$ cat config.mk
export PLATFORM = sky130hd
export DESIGN_NAME = dma_engine
export DESIGN_NICKNAME = d
export VERILOG_FILES = /design/src/rtl/dma_pkg.sv /design/src/rtl/dma_timeout_cnt.sv /design/src/rtl/dma_engine.sv
export SDC_FILE = /design/constraint.sdc
export NUM_CORES = 1
export LEC_CHECK = 0
export CAP_MARGIN = 20
export CORE_ASPECT_RATIO = 1.75
export CORE_MARGIN = 5
export CORE_UTILIZATION = 45
export CTS_CLUSTER_DIAMETER = 30
export DETAILED_ROUTE_END_ITERATION = 7
export GPL_TIMING_DRIVEN = 0
export PLACE_DENSITY = 0.78
export SETUP_SLACK_MARGIN = 0.02
export SYNTH_ARGS = -nofsm -noshare
export SYNTH_HDL_FRONTEND = slang
export SYNTH_HIERARCHICAL = 1
export SYNTH_SLANG_ARGS = --single-unit
$ cat constraint.sdc
create_clock -name clk -period 5.89 [get_ports clk]
set_input_delay 0.589 -clock clk [delete_from_list [all_inputs] [get_ports clk]]
set_output_delay 0.589 -clock clk [all_outputs]
set_load 0.01 [all_outputs]
$ cat src/rtl/dma_pkg.sv
// dma_pkg: shared definitions for the DMA engine.
//   - FSM state encoding (IDLE, RD_REQ, RD_WAIT, WR_REQ)
//   - ADDR_INC: byte stride between consecutive 32-bit words
//   - word_align(): clears the byte-offset bits of an address
package dma_pkg;

    localparam logic [1:0] IDLE    = 2'd0;
    localparam logic [1:0] RD_REQ  = 2'd1;
    localparam logic [1:0] RD_WAIT = 2'd2;
    localparam logic [1:0] WR_REQ  = 2'd3;

    localparam logic [31:0] ADDR_INC = 32'd4;

    function automatic logic [31:0] word_align(input logic [31:0] addr);
        return {addr[31:2], 2'b00};
    endfunction

endpackage

$ cat src/rtl/dma_timeout_cnt.sv
// dma_timeout_cnt: no-progress watchdog for the DMA engine.
// Ports:
//   clk, rst_n  - clock, asynchronous active-low reset
//   en_i        - engine is in an active (non-IDLE) state this cycle
//   clr_i       - engine makes progress (takes a handshake) this cycle
//   expired_o   - this is the TIMEOUT_CYCLES-th consecutive active cycle without progress
module dma_timeout_cnt
    import dma_pkg::*;
#(
    parameter int unsigned TIMEOUT_CYCLES = 1024
) (
    input  logic clk,
    input  logic rst_n,
    input  logic en_i,
    input  logic clr_i,
    output logic expired_o
);

    localparam int unsigned CntW = $clog2(TIMEOUT_CYCLES + 1);
    localparam logic [CntW-1:0] Limit = CntW'(TIMEOUT_CYCLES - 1);

    logic [CntW-1:0] cnt_q, cnt_d;

    // cnt_q holds the number of completed no-progress cycles, so the current
    // cycle is the (cnt_q+1)-th one; the abort fires on the edge ending it.
    always_comb begin
        expired_o = en_i && !clr_i && (cnt_q == Limit);
        cnt_d     = cnt_q + 1'b1;
        if (!en_i || clr_i || expired_o) begin
            cnt_d = '0;
        end
    end

    always_ff @(posedge clk or negedge rst_n) begin
        if (!rst_n) begin
            cnt_q <= '0;
        end else begin
            cnt_q <= cnt_d;
        end
    end

endmodule

$ cat src/rtl/dma_engine.sv
// dma_engine: single-channel word-by-word memory copy engine.
// Ports:
//   clk, rst_n                  - clock, asynchronous active-low reset
//   dma_start, size_dtrans,
//   src_reg, dst_reg            - start pulse and transfer parameters
//   dma_done, dma_err           - completion / timeout-abort status levels
//   rd_req, rd_addr, rd_gnt,
//   rd_valid, rd_data           - read request channel and returned data
//   wr_req, wr_addr, wr_data,
//   wr_gnt                      - write request channel
// All request-side outputs come straight from flops.
module dma_engine
    import dma_pkg::*;
#(
    parameter int unsigned TIMEOUT_CYCLES = 1024
) (
    input  logic        clk,
    input  logic        rst_n,
    input  logic        dma_start,
    input  logic [15:0] size_dtrans,
    input  logic [31:0] src_reg,
    input  logic [31:0] dst_reg,
    output logic        dma_done,
    output logic        dma_err,
    output logic        rd_req,
    output logic [31:0] rd_addr,
    input  logic        rd_gnt,
    input  logic        rd_valid,
    input  logic [31:0] rd_data,
    output logic        wr_req,
    output logic [31:0] wr_addr,
    output logic [31:0] wr_data,
    input  logic        wr_gnt
);

    logic [1:0]  state_q, state_d;
    logic [31:0] src_q, src_d;
    logic [31:0] dst_q, dst_d;
    logic [15:0] cnt_q, cnt_d;
    logic [31:0] buf_q, buf_d;
    logic        rd_req_q, rd_req_d;
    logic        wr_req_q, wr_req_d;
    logic        done_q, done_d;
    logic        err_q, err_d;

    logic        active;
    logic        progress;
    logic        timeout;

    assign active   = (state_q != IDLE);
    assign progress = ((state_q == RD_REQ)  && rd_gnt)   ||
                      ((state_q == RD_WAIT) && rd_valid) ||
                      ((state_q == WR_REQ)  && wr_gnt);

    dma_timeout_cnt #(
        .TIMEOUT_CYCLES(TIMEOUT_CYCLES)
    ) u_timeout_cnt (
        .clk      (clk),
        .rst_n    (rst_n),
        .en_i     (active),
        .clr_i    (progress),
        .expired_o(timeout)
    );

    always_comb begin
        state_d  = state_q;
        src_d    = src_q;
        dst_d    = dst_q;
        cnt_d    = cnt_q;
        buf_d    = buf_q;
        rd_req_d = rd_req_q;
        wr_req_d = wr_req_q;
        done_d   = done_q;
        err_d    = err_q;

        case (state_q)
            IDLE: begin
                if (dma_start) begin
                    src_d  = word_align(src_reg);
                    dst_d  = word_align(dst_reg);
                    cnt_d  = size_dtrans;
                    err_d  = 1'b0;
                    if (size_dtrans == 16'd0) begin
                        done_d = 1'b1;
                    end else begin
                        done_d   = 1'b0;
                        state_d  = RD_REQ;
                        rd_req_d = 1'b1;
                    end
                end
            end
            RD_REQ: begin
                if (rd_gnt) begin
                    src_d    = src_q + ADDR_INC;
                    rd_req_d = 1'b0;
                    state_d  = RD_WAIT;
                end
            end
            RD_WAIT: begin
                if (rd_valid) begin
                    buf_d    = rd_data;
                    wr_req_d = 1'b1;
                    state_d  = WR_REQ;
                end
            end
            WR_REQ: begin
                if (wr_gnt) begin
                    dst_d    = dst_q + ADDR_INC;
                    cnt_d    = cnt_q - 16'd1;
                    wr_req_d = 1'b0;
                    if (cnt_q == 16'd1) begin
                        done_d  = 1'b1;
                        state_d = IDLE;
                    end else begin
                        rd_req_d = 1'b1;
                        state_d  = RD_REQ;
                    end
                end
            end
            default: begin
                state_d = IDLE;
            end
        endcase

        // Timeout only asserts when no handshake happened this cycle, so it
        // never competes with a progress transition above.
        if (timeout) begin
            state_d  = IDLE;
            rd_req_d = 1'b0;
            wr_req_d = 1'b0;
            done_d   = 1'b1;
            err_d    = 1'b1;
        end
    end

    always_ff @(posedge clk or negedge rst_n) begin
        if (!rst_n) begin
            state_q  <= IDLE;
            src_q    <= '0;
            dst_q    <= '0;
            cnt_q    <= '0;
            buf_q    <= '0;
            rd_req_q <= 1'b0;
            wr_req_q <= 1'b0;
            done_q   <= 1'b0;
            err_q    <= 1'b0;
        end else begin
            state_q  <= state_d;
            src_q    <= src_d;
            dst_q    <= dst_d;
            cnt_q    <= cnt_d;
            buf_q    <= buf_d;
            rd_req_q <= rd_req_d;
            wr_req_q <= wr_req_d;
            done_q   <= done_d;
            err_q    <= err_d;
        end
    end

    assign rd_req   = rd_req_q;
    assign rd_addr  = src_q;
    assign wr_req   = wr_req_q;
    assign wr_addr  = dst_q;
    assign wr_data  = buf_q;
    assign dma_done = done_q;
    assign dma_err  = err_q;

endmodule
== Yosys cells after proc, flatten, opt, wreduce, memory -nomap -nowiden ==
Index checks and enable logic that the tools add are counted.
W data, S select, Z words.

* Bits of input ports: 118
* Output and inout port bits: 100
* Word-level logic and storage cells: 96
* Flip-flop bits (word level): 129

* Muxes and demuxes: 38
* Equal/unequal tests: 15
* $add $sub $neg: 4
* Reductions and logical operators: 29

{| class="wikitable"
|+ Operators by type and width
! cell !! count
|-
| $mux W32 || 4
|-
| $pmux W32 S2 || 2
|-
| $add A32 B3 Y32 const B || 2
|-
| $mux W16 || 2
|-
| $pmux W16 S2 || 1
|-
| $mux W1 || 18
|-
| $ne A3 B3 Y1 const B || 6
|-
| $eq A16 B1 Y1 const B || 1
|-
| $logic_not A16 Y1 || 1
|-
| $sub A16 B1 Y16 const B || 1
|-
| $mux W2 || 6
|-
| $add A11 B1 Y11 const B || 1
|-
| $eq A11 B10 Y1 const B || 1
|-
| $mux W11 || 1
|-
| $reduce_bool A2 Y1 || 5
|-
| $reduce_and A3 Y1 || 3
|-
| $pmux W2 S4 || 1
|-
| $ne A2 B2 Y1 const B || 3
|-
| $reduce_and A6 Y1 || 1
|-
| $reduce_bool A3 Y1 || 2
|-
| $logic_and A1 B1 Y1 || 5
|-
| $reduce_and A5 Y1 || 1
|-
| $eq A2 B2 Y1 const B || 2
|-
| $logic_or A1 B1 Y1 || 4
|-
| 9 further kinds || 12
|}

== Longest topological paths before layout ==
Gate-level depths: netlist of run 1.

* Word-level depth: 9
* Mapped depth: 9
* Mapped depth without buffers: 7

== By module ==
The synthesis of run 1 kept the hierarchy.

{| class="wikitable"
|+ Modules (own cells, without submodules)
! module !! cells an instance !! area each (um2) !! instances !! seq. area each (um2)
|-
| dma_engine || 697 || 6476.2 || 1 || 2852.7
|-
| dma_timeout_cnt || 50 || 553.0 || 1 || 275.3
|}

== Least setup slack after synthesis of run 1 ==
Ideal clock, no wire load.

* Path kind: flip-flop to flip-flop
* From: register state_q[0]
* To: register state_q[1]
* Clock period less this slack: 2.387 ns
* Required time: 5.771 ns
* Path slack: 3.503 ns
* Path buffers: 2
* Cell stages (with the launch flop): 10
* Library setup time: 0.119 ns
* Arrival: 2.268 ns
* Cells stage by stage: dfrtp_1 -> inv_1 -> ha_1 -> nand2_1 -> buf_1 -> nand3_1 -> nand2b_1 -> clkbuf_1 -> nor3_1 -> o21ba_2

* Word-level cells in the longest chain between the ends: 9
* Elaborated cells on any way between the ends: 21
* Those cells by class: 8 x eq/ne; 2 x mux; 11 x reduce/logical

{| class="wikitable"
|+ RTL lines
! item !! RTL line !! source
|-
| start: declaration || dma_engine.sv:36 || <nowiki>logic [1:0] state_q, state_d;</nowiki>
|-
| start signal: assignment || dma_engine.sv:148 || <nowiki>state_q <= state_d;</nowiki>
|-
| $eq A2 B1 Y1 / $eq A2 B2 Y1 (equally long branches) || dma_engine.sv:51, dma_engine.sv:52 ||
|-
| $logic_and A1 B1 Y1 (on tied branches) || dma_engine.sv:51, dma_engine.sv:52 ||
|-
| $logic_or A1 B1 Y1 || dma_engine.sv:51 || <nowiki>assign progress = ((state_q == RD_REQ) && rd_gnt) ||</nowiki>
|-
| $logic_or A1 B1 Y1 * || dma_engine.sv:52 || <nowiki>((state_q == RD_WAIT) && rd_valid) ||</nowiki>
|-
| net progress || dma_engine.sv:47 || <nowiki>logic progress;</nowiki>
|-
| $logic_not A1 Y1 * || dma_timeout_cnt.sv:27 || <nowiki>expired_o = en_i && !clr_i && (cnt_q == Limit);</nowiki>
|-
| $logic_and A1 B1 Y1 * (2 in series) || dma_timeout_cnt.sv:27 ||
|-
| $ne A3 B3 Y1 (no line) || - ||
|-
| $reduce_and A5 Y1 (no line) || - ||
|}

Mark *: on every way through the listed nets, which the timed path passes. The rest lies on a longest branch.
A chain may end at the register's enable or synchronous reset.

== Worst setup path in the final report of run 1 ==
Same ends and word-level chain as after synthesis.

==> flow_metrics.py, run 1 <==
metrics = {
    "cts": {
        "clock_latency_ns": 0.42,
        "cts.clk_slew.worst_paths_ns": 0.06,
        "numCtsBuffers": 17,
        "post_cts_buffers": 0,
        "cts_tree": "done",
        "cts.repair.resized": 0,
        "clockBufferDepth": 2,
        "cts.sinks": 125,
        "htreeDepth": 4,
        "clk_root_buffer_cell": "clkbuf_16",
        "cts.hold.buffers_added": 0,
    },
    "detailed_routing": {
        "drt_wl_total_um": 22820,
        "drt_pass1_iterations": 5,
        "vias": 6986,
        "vias_per_cell": 5.930,
        "drt_iter0_drc": 353,
        "route.detailed.wl_per_inst_um": 19.37,
        "detail-route-antenna-nets": 0,
        "drc": 0,
    },
    "grt": {
        "grt_pass1_wl_um": 36490,
        "grt_pass1_vias": 7071,
        "antenna_found_initial": 0,
        "grt_max_degree": 83,
        "grt_overflow": 0,
        "grtUsageTotal_pct": 24.57,
    },
    "floorplan": {
        "start_util_pct": 45.67,
        "boundaryPins": 218,
        "num_rows": 60,
        "die_x_um": 104.5,
        "dieArea_um2": 18320,
        "core_um2": 15390,
        "die_h_um": 175.3,
    },
    "timing": {
        "post-route-period-util_pct": 53.19,
        "rsz0062_at_grt": "no",
        "finClkSkew_ns": 0.01304,
        "finalSetupViolations": 0,
        "min_period_ns": 3.133,
        "slew_headroom_pct": 40.89,
        "max_freq_ghz": 0.3192,
        "drv_slew": 0,
        "tightest_slew_ns": 0.8794,
        "finalHoldViolCount": 0,
        "fin_ws_ns": 2.757,
    },
    "yosys": {
        "synth-simple-area-share_pct": 21.95,
        "synth_mux_area_share_pct": 8.152,
        "synth-seq-area-share_pct": 44.50,
        "synth_area_leaders": "dfrtp_1 (44%), a21oi_1 (5.9%), mux2_2 (5.4%)",
        "synth-xor-area-share_pct": 0.3738,
        "async_reset_ff_share_pct": 100.0,
        "synth_ff_type": "dfrtp_1",
        "synth_compound_area_share_pct": 19.69,
        "yosysWarningCount": 6,
        "synth_top_family_by_area": "simple AND/OR/NAND/NOR gates",
        "synth-edff-count": 0,
        "synthAdderAreaFrac_pct": 1.602,
        "ys_ff_latch": 125,
        "synth.largest_area_cell": "dfrtp_1",
        "ys_types": 68,
        "syn_area_per_cell_um2": 9.410,
        "syn_inst": 747,
        "synth_area_um2": 7029,
        "netlist_top_cells_count": "dfrtp_1 (125), a21oi_1 (83), nand2_1 (71)",
        "yosys.area.top_type_share_pct": 44.50,
        "synth_most_common_cell": "dfrtp_1",
    },
    "worst_setup_path": {
        "worstSetupPathType": "reg2reg",
        "cpPeakStageDelay_ns": 0.68,
        "worst_setup_path_end_kind": "flop",
        "cp.required_ns": 6.19,
        "slowest_stage": "nor3_1",
        "start_kind": "flop",
        "crit_arrival_ns": 3.43,
        "crit_chain": "inv_1 > ha_1 > nand2_1 > buf_1 > nand3_1 > nand2b_1 > clkbuf_1 > nor3_1 > o21ba_2",
        "reg2regPathDepth": 9,
        "worstPathMaxFanout": 10,
    },
    "place": {
        "hpwl_um": 17420,
        "dp_cells": 1146,
        "globalplace.congestion": 0.9040,
        "place.port_buffers": 209,
        "pre_cts_ws_ns": 2.354,
    },
    "run_status": {
        "status": "finished, final reports clean",
    },
    "power_and_ir_drop": {
        "p_leak_uw": 0.003986,
        "p_total_uw": 5965,
        "cellPowerDensity_nw_per_um2": 598.6,
        "irDropWorstVdd_mv": 0.3946,
    },
    "cells_and_area": {
        "final_layout_size_suffix_gt1_share_pct": 11.59,
        "antennaDiodeCount": 0,
        "finish.net_count": 1106,
        "final_util_pct": 64.76,
        "layoutNonFillerInstCount": 1178,
        "syn_to_final_growth_pct": 41.78,
    },
    "hold_path": {
        "hp-class": "in2async",
    },
    "job": {
        "cap_violations": 0,
    },
}
-- worst max-delay path: cells and delay by family (launching register included) --
family | cells | cell delay (ns)
buffers and inverters | 3 | 0.82
adder cells (fa/ha/maj) | 1 | 0.24
AND/OR/NAND/NOR | 4 | 1.30
flip-flops | 1 | 0.42
AO/OA/AOI/OAI | 1 | 0.25
-- cell families after synthesis --
family,count (synthesis)
multiplexers,53
buffers and inverters,57
AND/OR/NAND/NOR,274
adder cells (fa/ha/maj),9
AO/OA/AOI/OAI,225
XOR/XNOR,3
flip-flops,125
other,1
-- cell usage in the layout (no fill, tap or decap), drive strengths merged, types with 7 or more instances in the layout --
cell	count
o21ai	38
inv	14
and4	9
nor2	38
clkinv	7
nand2	72
or3	9
a211oi	7
nand2b	8
mux2i	19
o22ai	42
clkbuf	41
buf	26
mux2	34
nor3	19
ha	9
nand4	25
a21oi	83
clkdlybuf4s50	208
dfrtp	125
nor4	10
a2bb2oi	10
nand3	48
a31oi	7
and3	13
-- routing by layer --
layer | vias up | GRT usage, % | routed length [um]
met5 | - | 0 | 0
li1 | 3279 | - | -
met3 | 63 | 4.744 | 1244
met1 | 3364 | 25.76 | 7938
met2 | 280 | 46.35 | 12720
met4 | 0 | 11.35 | 917
-- power breakdown --
group / leakage (uW) / internal [uW] / switching, uW / total (uW)
combinational: 0.00224 / 1500 / 1720 / 3220
sequential: 0.00147 / 1290 / 443 / 1730
clock: 0.000279 / 599 / 420 / 1020
-- path summary, 6_finish.rpt --
kind / start / end / slack [ns]
worst min-delay path: rst_n / wr_addr[21] / 0.10
worst max-delay path: state_q[0] / state_q[1] / 2.76
worst min register to register: u_timeout_cnt/cnt_q[0] / u_timeout_cnt/cnt_q[0] / 0.48
worst max register to register: state_q[0] / state_q[1] / 2.76
min in group clk: u_timeout_cnt/cnt_q[0] / u_timeout_cnt/cnt_q[0] / 0.48
max in group asynchronous: rst_n / rd_addr[18] / 5.02
-- layout make-up --
| cell class | count | area, um2 |
|---|---|---|
| clock inverter | 14 | 132.6 |
| tap | 186 | 232.7 |
| sequential | 125 | 3128 |
| clock buffer | 18 | 439.2 |
| buffer | 47 | 221.5 |
| multi-input combinational | 568 | 3654 |
| fill | 1248 | 5424 |
| inverter | 10 | 37.54 |
| timing repair buffer | 210 | 2121 |
-- metrics by stage --
| stage | cell area, um2 | hold slack, ns | setup TNS [ns] |
|---|---|---|---|
| floorplan | 7041 | 0.2934 | 0 |
| global placement | 9365 | 0.4573 | -114.15 |
| detailed placement | 9394 | 0.4679 | 0 |
| CTS | 9966 | 0.1043 | 0 |
| global route | 9966 | 0.1335 | 0 |
| finish | 9966 | 0.1010 | 0 |
-- registers in the layout (all words and copies together) (netlist names) --
register,count
dma_err,1
u_timeout_cnt/cnt_q,11
state_q,2
wr_req,1
rd_addr,30
wr_data,32
wr_addr,30
rd_req,1
dma_done,1
cnt_q,16
Note: power is estimated with default switching activity, not from simulation.
==> run 2, diff against run 1 <==
- CORE_UTILIZATION: 45 -> 43
- clock period: 5.89 -> 2.6 ns (I/O delays scaled with it)
==> run 2 against run 1 <==
Net effect: combinational power grew 130%; non-clock buffer count up 1; sequential power rose by 130%; hold slack better by 0.23 ns; utilization is 2.7 points lower; count of clock-buffer cells in the layout decreased by 1; global-route usage down 0.52 points; flip-flop and latch count unchanged.
==> flow_metrics.py, run 2 (same netlist as run 1, synthesis figures left out) <==
metrics = {
    "place": {
        "hpwl_um": 17510,
        "placed_cell_area_um2": 9402,
        "place.port_buffers": 209,
        "globalplace.congestion": 0.9249,
    },
    "floorplan": {
        "start_util_pct": 43.36,
        "core_um2": 16210,
        "dieArea_um2": 19100,
        "die_x_um": 106.7,
        "die_h_um": 179.1,
        "boundaryPins": 218,
        "num_rows": 62,
    },
    "detailed_routing": {
        "drt_pass1_iterations": 7,
        "vias_per_cell": 5.991,
        "drt_iter0_drc": 490,
        "vias": 7105,
        "route.detailed.wl_per_inst_um": 19.52,
        "drt_wl_total_um": 23150,
        "drc": 0,
        "detail-route-antenna-nets": 0,
    },
    "worst_setup_path": {
        "cpPeakStageDelay_ns": 0.48,
        "cp.depth": 8,
        "worstPathMaxFanout": 10,
        "crit_arrival_ns": 2.65,
        "worstSetupPathType": "reg2reg",
        "r2r_setup_slack_ns": 0.24,
        "crit_buf_inv": 2,
        "worst_setup_path_end_kind": "flop",
        "cp_top_family": "simple AND/OR/NAND/NOR gates",
        "crit_start": "state_q[0]",
        "reg2regPathDepth": 8,
        "r2r_end": "wr_addr[24]",
        "crit_chain": "inv_1 > ha_1 > nor2b_2 > nor3_4 > clkbuf_1 > nand3_1 > mux2i_1 > nor2_1",
        "rr_startpoint": "state_q[0]",
        "start_kind": "flop",
        "crit_end": "wr_addr[24]",
        "slowest_stage": "clkbuf_1",
        "cp.required_ns": 2.89,
    },
    "cts": {
        "htreeDepth": 4,
        "clock_latency_ns": 0.41,
        "post_cts_buffers": 0,
        "clk_root_buffer_cell": "clkbuf_16",
        "cts_tree": "done",
        "cts.clk_slew.worst_paths_ns": 0.06,
        "numCtsBuffers": 17,
        "clockBufferDepth": 2,
        "cts.sinks": 125,
    },
    "cells_and_area": {
        "largest_register_ffs": 32,
        "final_common_cell": "clkdlybuf4s50_1",
        "design_area_um2": 10060,
        "fill_cells": 1370,
        "finish.net_count": 1107,
        "syn_to_final_growth_pct": 43.09,
        "final_cell_mix": "clkdlybuf4s50_1 (208), dfrtp_1 (125), a21oi_1 (83)",
        "final_layout_size_suffix_gt1_share_pct": 12.59,
    },
    "grt": {
        "gr-usage-met3_pct": 5.802,
        "grt-busiest-layer": "met2",
        "grt_max_degree": 85,
        "use_met1_pct": 25.02,
        "use_met2_pct": 43.85,
        "grt_pass1_vias": 7303,
        "antenna_found_initial": 1,
        "grtUsageTotal_pct": 24.05,
        "grt_overflow": 0,
        "grt_pass1_wl_um": 36360,
    },
    "timing": {
        "fin_setup_tns_ns": 0,
        "drv_slew": 0,
        "max_freq_ghz": 0.4245,
        "post-route-period-util_pct": 90.60,
        "slew_headroom_pct": 42.97,
        "finalHoldViolCount": 0,
        "min_period_ns": 2.356,
        "finalSetupViolations": 0,
        "finClkSkew_ns": 0.01244,
        "rsz0062_at_grt": "no",
        "tightest_slew_ns": 0.8483,
    },
    "power_and_ir_drop": {
        "irDropWorstVdd_mv": 0.7438,
        "p_leak_uw": 0.004029,
        "cellPowerDensity_nw_per_um2": 1366,
    },
    "job": {
        "cap_violations": 0,
    },
    "run_status": {
        "status": "finished, final reports clean",
    },
    "hold_path": {
        "hp-class": "in2async",
    },
}
run 2: changes by cell type in the layout (fill, tap and decap cells not counted), moves of 2 or more:
cell and change:
nand2_2 +2, nand2_1 -2, clkbuf_1 -3, buf_1 -4, nor3_4 +2, bufinv_16 +2
clkbuf_2 +6
run 2: worst min path at each step:
stage / start / endpoint / slack, ns
finish: rst_n / cnt_q[8] / 0.33
global placement: u_timeout_cnt/cnt_q[0] / u_timeout_cnt/cnt_q[0] / 0.46
CTS: rst_n / cnt_q[9] / 0.34
detailed placement: rst_n / cnt_q[9] / 0.20
floorplan: rst_n / cnt_q[0] / -0.04
global route: rst_n / cnt_q[8] / 0.36
run 2: timing repair:
action | in CTS | in global routing
endpoints found under the setup margin | 32 | 28
hold buffers | 1 | 0
pin swaps | 0 | 1
gates cloned | 0 | 0
resized for setup | 5 | 11
hold endpoints to repair | 41 | 0
run 2: through the flow:
step	setup slack, ns	cells	hold WS [ns]	utilization (%)	total power [uW]
2_1_floorplan	0.2130	750	-0.03559	-	8023
3_3_place_gp	-3.914	1151	0.4631	57.81	11010
3_5_place_dp	-0.6403	1152	0.1998	57.99	11190
4_1_cts	0.04156	1185	0.3387	61.95	13740
5_1_grt	0.03619	1186	0.3598	62.04	14670
6_report	0.2444	1186	0.3309	62.04	13740
run 2: layout make-up:
type	count	area, um2	share of cell area [%]
multi-input combinational	568	3676	36.55
sequential	125	3128	31.10
timing repair buffer	211	2131	21.18
clock buffer	17	425.4	4.229
tap	192	240.2	2.388
buffer	47	232.7	2.314
clock inverter	15	185.2	1.841
inverter	10	37.54	0.3732
antenna	1	2.502	0.02488
run 2: power breakdown:
group	switching (uW)	internal, uW
combinational	3930	3420
sequential	1000	2920
clock	951	1520
total	5880	7860
run 2: metal layers:
layer | part of all wire [%] | vias to the layer above
met5 | 0 | -
met4 | 4.5 | 0
li1 | - | 3298
met2 | 53 | 322
met3 | 7.1 | 65
met1 | 35 | 3420
==> run 3, diff against run 2 <==
- CORE_ASPECT_RATIO: 1.75 -> 0.75
==> run 3 against run 2 <==
Net effect: sequential share of layout area decreased by 0.13 points; register-to-register slack got worse by 0.07 ns; utilization increased by 1.0 points; wire length increased by 0.76%; critical path depth unchanged; final cell count increased by 1.4%; maximum frequency decreased by 2.8%; global-route usage increased by 0.25 points; first-iteration DRC count increased by 42%; die area decreased by 0.39%; critical path type unchanged; critical endpoint is now wr_addr[20].
==> flow_metrics.py, run 3 (same netlist as run 1, synthesis figures left out) <==
metrics = {
    "worst_setup_path": {
        "crit_arrival_ns": 2.70,
        "cp.required_ns": 2.88,
        "worst_setup_path_end_kind": "flop",
        "worstPathMaxFanout": 10,
        "start_kind": "flop",
        "worstSetupPathType": "reg2reg",
    },
    "timing": {
        "rsz0062_at_grt": "no",
        "min_period_ns": 2.423,
        "tightest_slew_ns": 0.8781,
        "finClkSkew_ns": 0.01100,
        "post-route-period-util_pct": 93.21,
        "max_freq_ghz": 0.4126,
        "drv_slew": 0,
        "slew_headroom_pct": 40.97,
        "finalSetupViolations": 0,
        "finalHoldViolCount": 0,
        "fin_ws_ns": 0.1765,
    },
    "hold_path": {
        "hp-class": "in2async",
    },
    "floorplan": {
        "core_um2": 16020,
        "start_util_pct": 43.89,
        "boundaryPins": 218,
        "dieArea_um2": 19030,
        "die_h_um": 120.7,
        "num_rows": 40,
        "die_x_um": 157.6,
    },
    "detailed_routing": {
        "drt_pass1_iterations": 5,
        "vias_per_cell": 5.920,
        "drt_iter0_drc": 697,
        "drc": 0,
        "detail-route-antenna-nets": 0,
        "route.detailed.wl_per_inst_um": 19.39,
        "drt_wl_total_um": 23330,
        "vias": 7122,
    },
    "place": {
        "hpwl_um": 17220,
        "pre_cts_ws_ns": -0.6950,
        "place.port_buffers": 209,
        "globalplace.congestion": 0.9399,
    },
    "cts": {
        "numCtsBuffers": 17,
        "clk_root_buffer_cell": "clkbuf_16",
        "htreeDepth": 4,
        "cts.sinks": 125,
        "cts_tree": "done",
        "cts.clk_slew.worst_paths_ns": 0.06,
        "clock_latency_ns": 0.42,
        "clockBufferDepth": 2,
    },
    "cells_and_area": {
        "syn_to_final_growth_pct": 43.72,
        "finish.net_count": 1107,
        "final_layout_size_suffix_gt1_share_pct": 12.59,
        "final_cell_mix": "clkdlybuf4s50_1 (208), dfrtp_1 (125), a21oi_1 (83)",
        "largest_register_ffs": 32,
        "antennaDiodeCount": 0,
        "final_common_cell": "clkdlybuf4s50_1",
    },
    "power_and_ir_drop": {
        "cellPowerDensity_nw_per_um2": 1377,
        "p_leak_uw": 0.004042,
        "irDropWorstVdd_mv": 0.7270,
        "p_total_uw": 13910,
    },
    "grt": {
        "grt_max_degree": 66,
        "grt_overflow": 0,
        "grtUsageTotal_pct": 24.30,
        "grt_pass1_vias": 6862,
        "antenna_found_initial": 0,
        "grt_pass1_wl_um": 36700,
    },
    "job": {
        "cap_violations": 0,
    },
    "run_status": {
        "status": "finished, final reports clean",
    },
}
run 3: cell type report:
class	instances	area, um2
fill	1361	5913
multi-input combinational	568	3674
sequential	125	3128
timing repair buffer	211	2131
clock buffer	17	425.4
tap	210	262.8
buffer	47	234.0
clock inverter	15	210.2
inverter	10	37.54
run 3: routing by layer:
layer  vias up  part of all wire, %  global-route usage (%)
li1       3287                    -                       -
met1      3426                   44                   35.21
met2       369                   44                   34.09
met3        40                   10                   8.193
met4         0                  1.9                   7.630
met5         -                    0                       0
run 3: final timing paths:
check	cells past startpoint	slack, ns	from	to
worst max-delay path	8	0.18	state_q[0]	wr_addr[20]
worst max register to register	8	0.18	state_q[0]	wr_addr[20]
worst min register to register	1	0.48	u_timeout_cnt/cnt_q[0]	u_timeout_cnt/cnt_q[0]
min in group clk	3	0.43	dst_reg[15]	wr_addr[15]
max in group asynchronous	3	1.46	rst_n	rd_addr[8]
worst min-delay path	2	0.41	rst_n	wr_addr[7]
run 3: worst max-delay path, cell delays in order (launching register included):
cell and delay, ns:
dfrtp_1 0.42, inv_1 0.08, ha_1 0.29, nor2b_2 0.24, nor3_4 0.35, nand2_1 0.34, buf_2 0.32, o22ai_1 0.18
a21oi_1 0.06
run 3: power breakdown:
group / total (uW) / switching [uW] / internal (uW)
combinational: 7390 / 3960 / 3420
sequential: 3940 / 1030 / 2920
clock: 2590 / 966 / 1620
run 3: repair_timing:
action / CTS / global route
hold endpoints to repair: 64 / 0
resized for setup: 5 / 13
cloned: 0 / 0
hold buffers: 1 / 0
endpoints found under the setup margin: 15 / 27
pin swaps: 0 / 0
buffers inserted: 0 / 0
run 3: per-stage QoR:
| step | std cells | hold slack [ns] | utilization [%] | instance area [um2] | TNS, ns |
|---|---|---|---|---|---|
| 3_3_place_gp | 1169 | 0.4613 | 58.66 | 9395 | -499.39 |
| 2_1_floorplan | 750 | -0.03559 | - | 7041 | 0 |
| 4_1_cts | 1203 | 0.4215 | 63.01 | 10090 | 0 |
| 5_1_grt | 1203 | 0.4304 | 63.08 | 10100 | 0 |
| 6_report | 1203 | 0.4109 | 63.08 | 10100 | 0 |
| 3_5_place_dp | 1170 | 0.3015 | 58.84 | 9424 | -3.969 |
